### config.mk
export PLATFORM = sky130hd
export DESIGN_NAME = mem_line_fetch
export DESIGN_NICKNAME = d
export VERILOG_FILES = /design/src/rtl/mem_line_fetch.sv
export SDC_FILE = /design/constraint.sdc
export NUM_CORES = 1
export LEC_CHECK = 0
export CORE_ASPECT_RATIO = 1.75
export CORE_UTILIZATION = 41
export CTS_CLUSTER_DIAMETER = 30
export DETAILED_ROUTE_END_ITERATION = 8
export PLACE_DENSITY_LB_ADDON = 0.3
export SYNTH_ARGS = -nofsm -noshare
export SYNTH_HDL_FRONTEND = slang
export SYNTH_SLANG_ARGS = --single-unit
### constraint.sdc
create_clock -name clk -period 1.6 [get_ports clk]
set_input_delay 0.32 -clock clk [delete_from_list [all_inputs] [get_ports clk]]
set_output_delay 0.32 -clock clk [all_outputs]
set_load 0.005 [all_outputs]
### src/rtl/mem_line_fetch.sv
// rtl/mem_line_fetch.sv - line-fill bridge: fetches one cache line as single-word beats
// from a narrower external read bus and returns it with a one-cycle done pulse.
module mem_line_fetch #(
    parameter int AddrBusWidth = 32,
    parameter int MemBusWidth  = 64,
    parameter int ExtBusWidth  = 32
) (
    input  logic                    clk,
    input  logic                    rst,
    input  logic                    mem_avail,
    input  logic [AddrBusWidth-1:0] mem_addr,
    output logic                    mem_busy,
    output logic                    mem_done,
    output logic [MemBusWidth-1:0]  mem_data,
    output logic                    ext_req,
    output logic [AddrBusWidth-1:0] ext_addr,
    input  logic                    ext_gnt,
    input  logic                    ext_rvalid,
    input  logic [ExtBusWidth-1:0]  ext_rdata
);
    localparam int Beats     = MemBusWidth / ExtBusWidth;
    localparam int LineBytes = MemBusWidth / 8;
    localparam int BeatBytes = ExtBusWidth / 8;
    localparam int BeatW     = (Beats > 1) ? $clog2(Beats) : 1;
    localparam logic [AddrBusWidth-1:0] LineMask = AddrBusWidth'(LineBytes - 1);
    localparam logic [BeatW-1:0]        LastBeat = BeatW'(Beats - 1);

    typedef enum logic [1:0] {
        IDLE,
        ISSUE,
        WAIT,
        DONE
    } state_t;

    state_t                  state_q, state_d;
    logic [BeatW-1:0]        beat_q, beat_d;
    logic [AddrBusWidth-1:0] base_q, base_d;
    logic [MemBusWidth-1:0]  line_q, line_d;

    always_ff @(posedge clk) begin
        if (rst) begin
            state_q <= IDLE;
            beat_q  <= '0;
            base_q  <= '0;
            line_q  <= '0;
        end else begin
            state_q <= state_d;
            beat_q  <= beat_d;
            base_q  <= base_d;
            line_q  <= line_d;
        end
    end

    always_comb begin
        state_d = state_q;
        beat_d  = beat_q;
        base_d  = base_q;
        line_d  = line_q;
        unique case (state_q)
            IDLE: begin
                // Misaligned requests fetch the aligned line that contains them.
                if (mem_avail) begin
                    base_d  = mem_addr & ~LineMask;
                    beat_d  = '0;
                    state_d = ISSUE;
                end
            end
            ISSUE: begin
                if (ext_gnt) begin
                    state_d = WAIT;
                end
            end
            WAIT: begin
                if (ext_rvalid) begin
                    line_d[int'(beat_q) * ExtBusWidth +: ExtBusWidth] = ext_rdata;
                    if (beat_q == LastBeat) begin
                        state_d = DONE;
                    end else begin
                        beat_d  = beat_q + 1'b1;
                        state_d = ISSUE;
                    end
                end
            end
            DONE: begin
                state_d = IDLE;
            end
            default: begin
                state_d = IDLE;
            end
        endcase
    end

    // All outputs decode registered state only, so there is no input-to-output path.
    assign mem_busy = (state_q != IDLE);
    assign mem_done = (state_q == DONE);
    assign mem_data = line_q;
    assign ext_req  = (state_q == ISSUE);
    assign ext_addr = base_q + AddrBusWidth'(beat_q) * AddrBusWidth'(BeatBytes);

endmodule

# Word-level counts from Yosys, hierarchy flattened
# Index checks and enable logic that the tools add are counted.
[totals]
reg_bits = 96
in_bits = 69
wordCells = 32
[op_classes]
n_addsub = 3
eq_ne = 6
shift = 2
n_mux = 10
reduce_logical = 7
[ops]
columns = ["cell", "n"]
rows = [
  ["$bwmux W64", 1],
  ["$shift A32 B33 Y64 const A", 1],
  ["$shiftx A32 B33 Y64", 1],
  ["$neg A6 Y33", 1],
  ["$add A32 B3 Y32", 1],
  ["$mux W2", 4],
  ["$pmux W2 S4", 1],
  ["$reduce_and A3 Y1", 2],
  ["$eq A2 B2 Y1 const B", 2],
  ["$ne A2 B2 Y1 const B", 2],
  ["$reduce_and A2 Y1", 2],
  ["$reduce_bool A2 Y1", 2],
  ["$mux W1", 3],
  ["$eq A2 B1 Y1 const B", 1],
  ["$logic_not A2 Y1", 1],
  ["$ne A2 B1 Y1 const B", 1],
  ["$pmux W1 S2", 1],
  ["$add A1 B1 Y1 const B", 1],
]

# Longest topological paths before layout
[depth]
ltp_word = 4
depth_mapped = 6
ltp_nobuf = 3

# Worst setup path after synthesis
# No wires, ideal clock.
[synth_path]
path_type = "in2reg"
startpoint = "input port rst"
endpoint = "register line_q[21], in the netlist mem_data[21]"
setup_time_ns = 0.143
arrival_time_ns = 1.090
required_time_ns = 1.457
setup_slack_ns = 0.367
cell_stages = 4
path_cell_list = "buf_2 -> buf_2 -> clkbuf_1 -> a21oi_2"
[synth_lines]
columns = ["element", "line_no", "rtl"]
rows = [
  ["start, declared", "9", "input logic rst,"],
  ["end signal, assigned", "50", "line_q <= line_d;"],
  ["end, declared", "38", "logic [MemBusWidth-1:0] line_q, line_d;"],
]
# No word-level cell between the ends.

# Final worst setup path
[layout_path]
startpoint = "register beat_q"
endpoint = "output port ext_addr[2]"
[layout_between]
elab_chain_cells = 1
[layout_rtl]
columns = ["element", "line_no", "rtl"]
rows = [
  ["start, declared", "36", "logic [BeatW-1:0] beat_q, beat_d;"],
  ["start signal, assigned", "48", "beat_q <= beat_d;"],
  ["$add A32 B3 Y32", "98", "assign ext_addr = base_q + AddrBusWidth'(beat_q) * AddrBusWidth'(BeatBytes);"],
  ["end, declared", "16", "output logic [AddrBusWidth-1:0] ext_addr,"],
]
# No other way between the ends.

==> run_results.csv <==
group,metric,value,unit
status,status,"finished, final reports clean",
floorplanning,die_area,0.00899,mm^2
cells_and_area,fin_util,0.669,
place,dp_hpwl,6680,um
power,power_leakage,1.94,nW
power,power_density,959,mW/mm^2
critical_path,reg2reg_from,"state_q[0]$_SDFFE_PP0P_",
detailed_routing,vias,3327,
place,place_ws,-0.0665,ns
timing,hold_viol,0,
yosys,synthCells,435,
critical_path,cpLargestDelayFamily,"buffers and inverters",
critical_path,worstReg2RegEnd,"mem_data[9]$_SDFFE_PP0P_",
clock_network,cts_tree,"built",
clock_network,cts_root_buf,"clkbuf_16",
power,power.internal,0.00420,W
cells_and_area,final_cell_mix,"nand2_1, clkdlybuf4s50_1, dfxtp_1",
critical_path,ff2ff_path_depth,5,
timing,final_max_slew_viol_count,0,
cells_and_area,fin_nets,655,
timing,rsz0062_at_grt,"no",
clock_network,clk_latency,0.33,ns
clock_network,path_clk_slew,0.06,ns
detailed_routing,wl,9140,um
floorplanning,rows,44,
yosys,synth_top_area_share,0.545,
cells_and_area,final_common_cell,"nand2_1",
cells_and_area,stdcell_area,0.00556,mm^2
clock_network,cts_hold_buf,0,
critical_path,crit_slowest_cell,"clkdlybuf4s50_1",
critical_path,r2r_setup_slack,0.29,ns
timing,setup_viol,0,
power,share_seq_of_total_power,0.467,
detailed_routing,wl_per_cell,12.9,um
detailed_routing,dr.max_layer_used,"met4",
detailed_routing,ant_nets,0,
power,p_comb_frac,0.108,
yosys,seq_area_frac_synth,0.545,
detailed_routing,dr_wl_met3,511,um
grt,grt_max_degree,37,
yosys,synth_top_cells_by_area,"dfxtp_1, nand2_1, a21oi_1",
grt,grt_remaining_overflow,0,
run,drv_cap,0,
floorplanning,coreArea,0.00831,mm^2
yosys,synth_area,0.00353,mm^2
detailed_routing,drt-pass1-iter-count,4,
critical_path,slowest_delay,0.52,ns
timing,clock_skew,0.00394,ns
timing,min_period,1.55,ns
power,swShare,0.212,
clock_network,cts_inserted_buffers,9,
detailed_routing,m1WireLength,3590,um
critical_path,arrival,1.23,ns
power,p_sw,0.00113,W
grt,grt_pass1_wl,15000,um
critical_path,critPathLaunchType,"flip-flop",
timing,setup_ws,0.0534,ns
place,gp_congestion,0.781,
min_path,hold_start,"rst",
detailed_routing,drt_iter0_markers,160,
critical_path,path_max_fanout,8,
critical_path,cp_cell_sequence,"clkdlybuf4s50_1",
clock_network,htreeDepth,3,
timing,finalSetupTns,0,ns
power,pwr-share-clk,0.425,
yosys,synth_area_per_cell,8.11,um^2
grt,grt_pass1_vias,3197,
grt,antenna_found_initial,0,
timing,max_freq,647,MHz
critical_path,worstPathRequired,1.28,ns
place,placed_cell_area,0.00523,mm^2
clock_network,clock-sinks,96,
min_path,hold_path_end,"base_q[6]$_SDFFE_PP0P_",
critical_path,path_class,"reg -> out",
yosys,ys_types,22,
critical_path,end_kind,"primary output",
detailed_routing,wl_met2,4720,um
detailed_routing,avgViaCountPerCell,4.71,
place,port_buffers,162,
detailed_routing,route.detailed.drc,0,
floorplanning,num_io_pins,168,
cells_and_area,syn_to_final_growth,57.8,%
timing,period_share,0.967,
floorplanning,start_util,0.424,
cells_and_area,drive_above_1_share,0.0795,
critical_path,critPathBufInv,1,
min_path,min_path_cells,2,
yosys,synth_top_area_cell,"dfxtp_1",
min_path,hp-class,"in -> reg",
yosys,synth_warnings,0,
grt,grt_util_all_layers,0.211,
floorplanning,die_y,125,um
floorplanning,fp.dieW,72.1,um
clock_network,clockBufferDepth,2,
cells_and_area,diodes,0,
power,peakVddDrop,974,uV
yosys,synth_seq_cells,96,
cells_and_area,fillers,703,
==> worst max path at each step <==
| stage | from | to | depth (start not counted) |
|---|---|---|---|
| finish | beat_q$_SDFFE_PP0P_ | ext_addr[2] | 1 |
| global route | beat_q$_SDFFE_PP0P_ | ext_addr[2] | 1 |
| CTS | state_q[1]$_SDFFE_PP0P_ | mem_busy | 2 |
| detailed placement | ext_rvalid | mem_data[50]$_SDFFE_PP0P_ | 5 |
| global placement | mem_avail | base_q[25]$_SDFFE_PP0P_ | 5 |
| floorplan | rst | mem_data[21]$_SDFFE_PP0P_ | 4 |
==> layer usage <==
layer / up-vias / GRT usage
met5: - / 0
met4: 0 / 0.107
met3: 21 / 0.0574
met2: 111 / 0.357
met1: 1511 / 0.236
li1: 1684 / -
==> sequential cells by signal, indices dropped and copies added (netlist names) <==
signal	flops
base_q	29
state_q	2
beat_q	1
mem_data	64
==> Yosys cell counts (all sizes together) <==
cell / n
and2: 1
and4bb: 1
nand4b: 1
conb: 1
dfxtp: 96
nand3b: 1
nand2: 187
a21oi: 95
clkbuf: 11
or3b: 1
nand2b: 2
nor2b: 5
or2: 1
nor3b: 1
nor3: 2
and4b: 1
nand4bb: 1
buf: 26
o21ai: 1
==> what timing repair did <==
item                                    in CTS  in global routing
gates cloned                                 0                  0
resized for setup                            9                  2
endpoints found under the setup margin       4                  2
setup buffers                                0                  0
==> cell type report <==
cell class,count,area (um^2),share of cell area
well taps,115,144,0.0259
flip-flops and latches,96,1930,0.348
multi-input cells,303,1370,0.246
repair buffers,176,1800,0.323
clock inverters,6,82.6,0.0148
clock buffers,10,239,0.0430
==> metrics by stage <==
| step | std cells | power, W | hold WS [ns] |
|---|---|---|---|
| after global routing | 706 | 0.00552 | 0.400 |
| final | 706 | 0.00533 | 0.384 |
| after floorplan | 436 | 0.00276 | 0.453 |
| after global placement | 690 | 0.00311 | 0.441 |
| after CTS | 706 | 0.00539 | 0.381 |
| after detailed placement | 690 | 0.00313 | 0.445 |
==> cells by family after synthesis <==
kind of cell | synth area share
buffers and inverters | 0.0688
and+or+nand+nor | 0.238
AOI/OAI and AO/OA | 0.147
other | 0.00106
DFF | 0.545
==> power groups by stage <==
stage / clock network [W] / logic, W / registers (W)
2_1_floorplan: 0 / 0.000212 / 0.00255
3_3_place_gp: 0 / 0.000569 / 0.00254
3_5_place_dp: 0 / 0.000578 / 0.00255
4_1_cts: 0.00232 / 0.000578 / 0.00249
5_1_grt: 0.00240 / 0.000624 / 0.00250
6_report: 0.00227 / 0.000573 / 0.00249
Power figures use the tool's default switching activity.
